[src/rtl/cw310_aes_batch_seq.sv]
`default_nettype none
//============================================================================
// Module      : cw310_aes_batch_seq
// Description : Crypto-clock sequencer that runs a batch of back-to-back
//               encryptions on an AES core. It issues each core start pulse,
//               captures each result, can chain ciphertext into the next
//               plaintext, inserts a programmable idle gap between runs and
//               guards every encryption with a watchdog.
// Ports       : crypto_clk/reset_i  - clock, synchronous active-high reset
//               I_go/I_abort        - batch start pulse / batch terminate
//               I_count/I_gap/I_chain/I_textin - batch config, sampled on go
//               I_core_ready/I_core_done/I_core_cipherout - core status/result
//               O_core_start/O_core_textin - core start pulse and plaintext
//               O_cipherout/O_completed    - last result, completion count
//               O_busy/O_batch_done/O_timeout/O_trigger - batch status
// Revision    : 1.0 - initial release
//============================================================================
module cw310_aes_batch_seq #(
  parameter int pPT_WIDTH            = 128,
  parameter int pCT_WIDTH            = 128,
  parameter int pCNT_WIDTH           = 16,
  parameter int pGAP_WIDTH           = 16,
  parameter int pTIMEOUT             = 1024,
  parameter int pDONE_EDGE_SENSITIVE = 1
) (
  input  logic                  crypto_clk,
  input  logic                  reset_i,
  input  logic                  I_go,
  input  logic                  I_abort,
  input  logic [pCNT_WIDTH-1:0] I_count,
  input  logic [pGAP_WIDTH-1:0] I_gap,
  input  logic                  I_chain,
  input  logic [pPT_WIDTH-1:0]  I_textin,
  input  logic                  I_core_ready,
  input  logic                  I_core_done,
  input  logic [pCT_WIDTH-1:0]  I_core_cipherout,
  output logic                  O_core_start,
  output logic [pPT_WIDTH-1:0]  O_core_textin,
  output logic [pCT_WIDTH-1:0]  O_cipherout,
  output logic [pCNT_WIDTH-1:0] O_completed,
  output logic                  O_busy,
  output logic                  O_batch_done,
  output logic                  O_timeout,
  output logic                  O_trigger
);

  localparam int              WD_W      = $clog2(pTIMEOUT + 1);
  localparam logic [WD_W-1:0] WD_LAST   = WD_W'(pTIMEOUT - 1);
  localparam logic            EDGE_MODE = (pDONE_EDGE_SENSITIVE != 0);

  typedef enum logic [2:0] {
    S_IDLE       = 3'd0,
    S_WAIT_READY = 3'd1,
    S_WAIT_DONE  = 3'd2,
    S_GAP        = 3'd3,
    S_FINISH     = 3'd4
  } state_t;

  state_t                  state_q, state_d;
  logic [pCNT_WIDTH-1:0]   count_q, count_d;
  logic [pGAP_WIDTH-1:0]   gap_q, gap_d;
  logic [pGAP_WIDTH-1:0]   gap_cnt_q, gap_cnt_d;
  logic                    chain_q, chain_d;
  logic [WD_W-1:0]         wd_q, wd_d;
  logic                    done_q;
  logic                    core_start_q, core_start_d;
  logic [pPT_WIDTH-1:0]    core_textin_q, core_textin_d;
  logic [pCT_WIDTH-1:0]    cipherout_q, cipherout_d;
  logic [pCNT_WIDTH-1:0]   completed_q, completed_d;
  logic                    busy_q, busy_d;
  logic                    batch_done_q, batch_done_d;
  logic                    timeout_q, timeout_d;
  logic                    trigger_q, trigger_d;
  logic                    done_pulse;

  // In edge mode a done level held across several cycles counts only once.
  assign done_pulse = I_core_done & ~(done_q & EDGE_MODE);

  always_comb begin
    state_d       = state_q;
    count_d       = count_q;
    gap_d         = gap_q;
    gap_cnt_d     = gap_cnt_q;
    chain_d       = chain_q;
    wd_d          = wd_q;
    core_start_d  = 1'b0;
    core_textin_d = core_textin_q;
    cipherout_d   = cipherout_q;
    completed_d   = completed_q;
    busy_d        = busy_q;
    batch_done_d  = 1'b0;
    timeout_d     = timeout_q;

    if (state_q != S_IDLE && I_abort) begin
      // Abort leaves results untouched; a late core done lands in IDLE.
      state_d = S_IDLE;
      busy_d  = 1'b0;
    end else begin
      case (state_q)
        S_IDLE: begin
          if (I_go && !I_abort) begin
            count_d       = I_count;
            gap_d         = I_gap;
            chain_d       = I_chain;
            core_textin_d = I_textin;
            completed_d   = '0;
            timeout_d     = 1'b0;
            busy_d        = 1'b1;
            state_d       = (I_count == '0) ? S_FINISH : S_WAIT_READY;
          end
        end
        S_WAIT_READY: begin
          if (I_core_ready) begin
            core_start_d = 1'b1;
            wd_d         = '0;
            state_d      = S_WAIT_DONE;
          end
        end
        S_WAIT_DONE: begin
          wd_d = wd_q + WD_W'(1);
          // A done on the terminal watchdog cycle still counts as success.
          if (done_pulse) begin
            cipherout_d = I_core_cipherout;
            completed_d = completed_q + pCNT_WIDTH'(1);
            if (chain_q) begin
              core_textin_d = I_core_cipherout;
            end
            if (completed_q + pCNT_WIDTH'(1) == count_q) begin
              state_d = S_FINISH;
            end else if (gap_q == '0) begin
              state_d = S_WAIT_READY;
            end else begin
              gap_cnt_d = gap_q;
              state_d   = S_GAP;
            end
          end else if (wd_q == WD_LAST) begin
            timeout_d = 1'b1;
            state_d   = S_FINISH;
          end
        end
        S_GAP: begin
          gap_cnt_d = gap_cnt_q - pGAP_WIDTH'(1);
          if (gap_cnt_q <= pGAP_WIDTH'(1)) begin
            state_d = S_WAIT_READY;
          end
        end
        S_FINISH: begin
          batch_done_d = 1'b1;
          busy_d       = 1'b0;
          state_d      = S_IDLE;
        end
        default: begin
          state_d = S_IDLE;
          busy_d  = 1'b0;
        end
      endcase
    end

    // Registered view of the next state so the scope trigger has no glitches.
    trigger_d = (state_d == S_WAIT_DONE);
  end

  always_ff @(posedge crypto_clk) begin
    if (reset_i) begin
      state_q       <= S_IDLE;
      count_q       <= '0;
      gap_q         <= '0;
      gap_cnt_q     <= '0;
      chain_q       <= 1'b0;
      wd_q          <= '0;
      done_q        <= 1'b0;
      core_start_q  <= 1'b0;
      core_textin_q <= '0;
      cipherout_q   <= '0;
      completed_q   <= '0;
      busy_q        <= 1'b0;
      batch_done_q  <= 1'b0;
      timeout_q     <= 1'b0;
      trigger_q     <= 1'b0;
    end else begin
      state_q       <= state_d;
      count_q       <= count_d;
      gap_q         <= gap_d;
      gap_cnt_q     <= gap_cnt_d;
      chain_q       <= chain_d;
      wd_q          <= wd_d;
      done_q        <= I_core_done;
      core_start_q  <= core_start_d;
      core_textin_q <= core_textin_d;
      cipherout_q   <= cipherout_d;
      completed_q   <= completed_d;
      busy_q        <= busy_d;
      batch_done_q  <= batch_done_d;
      timeout_q     <= timeout_d;
      trigger_q     <= trigger_d;
    end
  end

  assign O_core_start  = core_start_q;
  assign O_core_textin = core_textin_q;
  assign O_cipherout   = cipherout_q;
  assign O_completed   = completed_q;
  assign O_busy        = busy_q;
  assign O_batch_done  = batch_done_q;
  assign O_timeout     = timeout_q;
  assign O_trigger     = trigger_q;

endmodule
`default_nettype wire
[config.mk]
export PLATFORM = sky130hd
export DESIGN_NAME = cw310_aes_batch_seq
export DESIGN_NICKNAME = d
export VERILOG_FILES = /design/src/rtl/cw310_aes_batch_seq.sv
export SDC_FILE = /design/constraint.sdc
export NUM_CORES = 1
export LEC_CHECK = 0
export BUFFER_PORTS_ARGS = -buffer_cell sky130_fd_sc_hd__buf_2
export CORE_AREA = 2 2 220 222
export CTS_CLUSTER_DIAMETER = 60
export DETAILED_ROUTE_END_ITERATION = 8
export DIE_AREA = 0 0 222 224
export GPL_ROUTABILITY_DRIVEN = 1
export PLACE_DENSITY = 0.58
export SYNTH_ARGS = -nofsm -noshare
export SYNTH_HDL_FRONTEND = slang
export SYNTH_SLANG_ARGS = --single-unit
[constraint.sdc]
create_clock -name crypto_clk -period 6.6 [get_ports crypto_clk]
set_clock_uncertainty 0.05 [all_clocks]
set_input_delay 0.99 -clock crypto_clk [delete_from_list [all_inputs] [get_ports crypto_clk]]
set_output_delay 0.99 -clock crypto_clk [all_outputs]
set_load 0.02 [all_outputs]
==> reports/metrics.csv <==
metric,value,unit
Hold Crit Depth,2,
synthesized area,14000,sq um
root buffer cell,clkbuf_16,
"critical path, cell by cell",nor2b_1 -> nand2b_4 -> buf_4 -> nor2_1 -> nor2_4 -> buf_12 -> nor2_1 -> a311oi_1,
overflow left after global routing,0,
"CP delay by family, top",buffers and inverters,
Peak VDD IR,0.0001855,V
synth unique cells,52,
PwrDens,284.0,nW/um^2
Bufs on Longest Clock Path,3,
routed len/inst,17.99,um
actual slew at the worst max-slew pin,1.557,ns
most frequent CP cell,nor2_1,
Worst Slack Setup Final,2.456,ns
clock transition at the registers of the reported paths,0.06,ns
dpl hpwl,37370,um
Die W,222,um
worst-skew pair later-pin latency,0.56,ns
largest cells by area after synthesis,"dfxtp_1 (49%), nand2_1 (16%), a311oi_1 (8.0%), a21oi_1 (7.1%), nor2_1 (4.8%)",
CP max-delay cell,buf_4,
largest net degree at the start of global routing,257,
Post-synth EDFFs,0,
Worst Path Required,7.00,ns
Hold Crit Class,register to register,
Die Footprint,49730,sq um
GP Congestion,0.8760,
CTS HTree Levels,2,
post-place setup slack,2.672,ns
Fin Setup TNS,0,ns
post-CTS setup buffers,0,
main flop type after synthesis,dfxtp_1,
area grow syn2layout,33.35,%
crit-path max FO,256,
final setup fails,0,
RSZ-0062 raised after global routing,false,
Vias/cell,5.014,
Ports,572,
fraction of registers with async set/reset,0,%
Ys Warns,0,
slowest cell delay on critical path,0.84,ns
GRT Total Usage,20.16,%
Die Ht,224,um
post_cts resized,0,
P_leak,8.003,nW
hold_buf cts,0,
Peak Freq,0.2413,GHz
Clock Sink Count,341,
PortBufs,571,
first-pass GRT wire length,80340,um
Hold Slack,0.4008,ns
vias in the first global route,13830,
Starting DRT DRC Count,1003,
# rows,80,
sequential-to-total area share from yosys stat,48.78,%
Buf/Inv on CP,2,
CTS tree,done,
status,"complete, but fails checks",
synthesized instance count,1816,
Worst setup SP type,register,
fin crit share,62.79,%
max-cap violations,0,
CP Capture Type,register,
failing checks,max-slew violations,
total CTS buffers,43,
#FFs+latches synth,341,
# DRC,0,
min Tclk post-route,4.144,ns
leading area contributor after synthesis,dfxtp_1,
via count,14790,
initial antenna violation count,2,
Total Wirelength,53080,um
top cell type's share of synthesized area,48.78,%
r2r worst-path depth,8,
CP Data Arrival Time,4.54,ns
WP depth,8,
most numerous cell in the Yosys netlist,nand2_1,
Filler cells,4961,
"Hold Violations, Final",0,
Synth Net Count,2115,
Mean Syn Cell Area,7.707,sq um
Synth top cells by count,"nand2_1 (611), dfxtp_1 (341), a21oi_1 (199), nor2_1 (178), a311oi_1 (128)",
nets,2602,
Rel. slew slack,-3.776,%
ratio of cells with drive above 1 in the final layout,28.76,%
Pins Over Slew Limit,90,
Core ar.,47350,sq um
Initial Utilization,29.56,%
post-route ant nets,0,
critical path class,register to register,
Pre-antenna DRT Iters,5,
through the flow:
stage	instances	total power, mW	cell area, sq um	util, %
floorplan	1816	2.641	14000	-
global route	2950	5.496	18660	39.42
CTS	2948	5.362	18660	39.41
finish	2950	5.300	18660	39.42
detailed placement	2873	2.932	17210	36.36
global placement	2873	2.918	17210	36.36
metal layers:
layer	up-vias	share of wire [%]	GRT usage, %	routed length [um]
met2	563	47	33.58	25070
met1	6926	41	24.64	21830
met3	99	8.0	5.325	4255
li1	7204	-	-	-
met5	-	0	0	0
met4	0	3.6	8.522	1922
worst reg2reg max path, delay by kind of cell, from the launching register on:
family          cells  cell delay, ns
compound gates      1            0.33
buf+inv             2            1.31
simple gates        5            1.82
flops               1            0.51
flip-flops by register name, indices dropped and copies added (netlist names), 3 cells and up:
register	flops
O_cipherout	128
O_completed	16
O_core_textin	128
count_q	16
gap_cnt_q	16
gap_q	16
state_q	3
wd_q	11
layout by cell type, fill, tap and decap left out, types with 3 or more instances in the layout:
master	synthesis	final
nand2_1	611	610
buf_2	16	570
dfxtp_1	341	341
a21oi_1	199	199
nor2_1	178	176
a311oi_1	128	128
clkbuf_16	0	45
o21ai_0	30	30
nor4_1	17	17
nor3_1	16	16
xnor2_1	15	15
xor2_1	14	14
nand3_1	13	13
or3_1	13	13
nand4_1	12	12
buf_4	0	9
o22ai_1	8	8
o22ai_2	8	8
clkbuf_1	119	7
inv_1	6	6
nor2b_1	6	6
a31oi_1	6	6
clkinv_2	0	6
nor3b_1	6	5
clkbuf_8	0	5
o41ai_1	4	4
ha_1	4	4
bufinv_16	0	4
nand2b_1	4	3
nand3b_1	3	3
and3_1	3	3
a211oi_1	3	3
logic make-up after synthesis:
kind of cell	Yosys count	synth area share (%)
buffers and inverters	146	4.175
AOI/OAI and AO/OA	400	18.78
adders and majority gates	4	0.3576
muxes	1	0.08045
DFF	341	48.78
xor gates and xnor gates	29	1.815
and+or+nand+nor	895	26.01
final timing paths:
| check | from | endpoint | slack (ns) |
|---|---|---|---|
| hold / removal | O_cipherout[102] | O_cipherout[102] | 0.40 |
| setup / recovery | state_q[2] | O_core_textin[21] | 2.46 |
| setup reg to reg | state_q[2] | O_core_textin[21] | 2.46 |
| hold reg to reg | O_cipherout[102] | O_cipherout[102] | 0.40 |
power by group:
group / total [mW] / internal [mW] / switching, mW
Combinational: 0.673 / 0.239 / 0.434
Clock: 2.41 / 1.46 / 0.949
Sequential: 2.21 / 2.16 / 0.0556
area by class of cell:
cell class / instances / area (sq um) / area share (%)
Clock inverter: 18 / 222.7 / 1.193
Timing Repair Buffer: 582 / 2975 / 15.94
Multi-Input combinational cell: 1329 / 6620 / 35.47
Tap cell: 615 / 769.5 / 4.123
Inverter: 6 / 22.52 / 0.1207
Antenna cell: 2 / 5.005 / 0.02682
Sequential cell: 341 / 6827 / 36.58
Clock buffer: 57 / 1221 / 6.543
No activity file was read; power rests on OpenSTA's default activity.
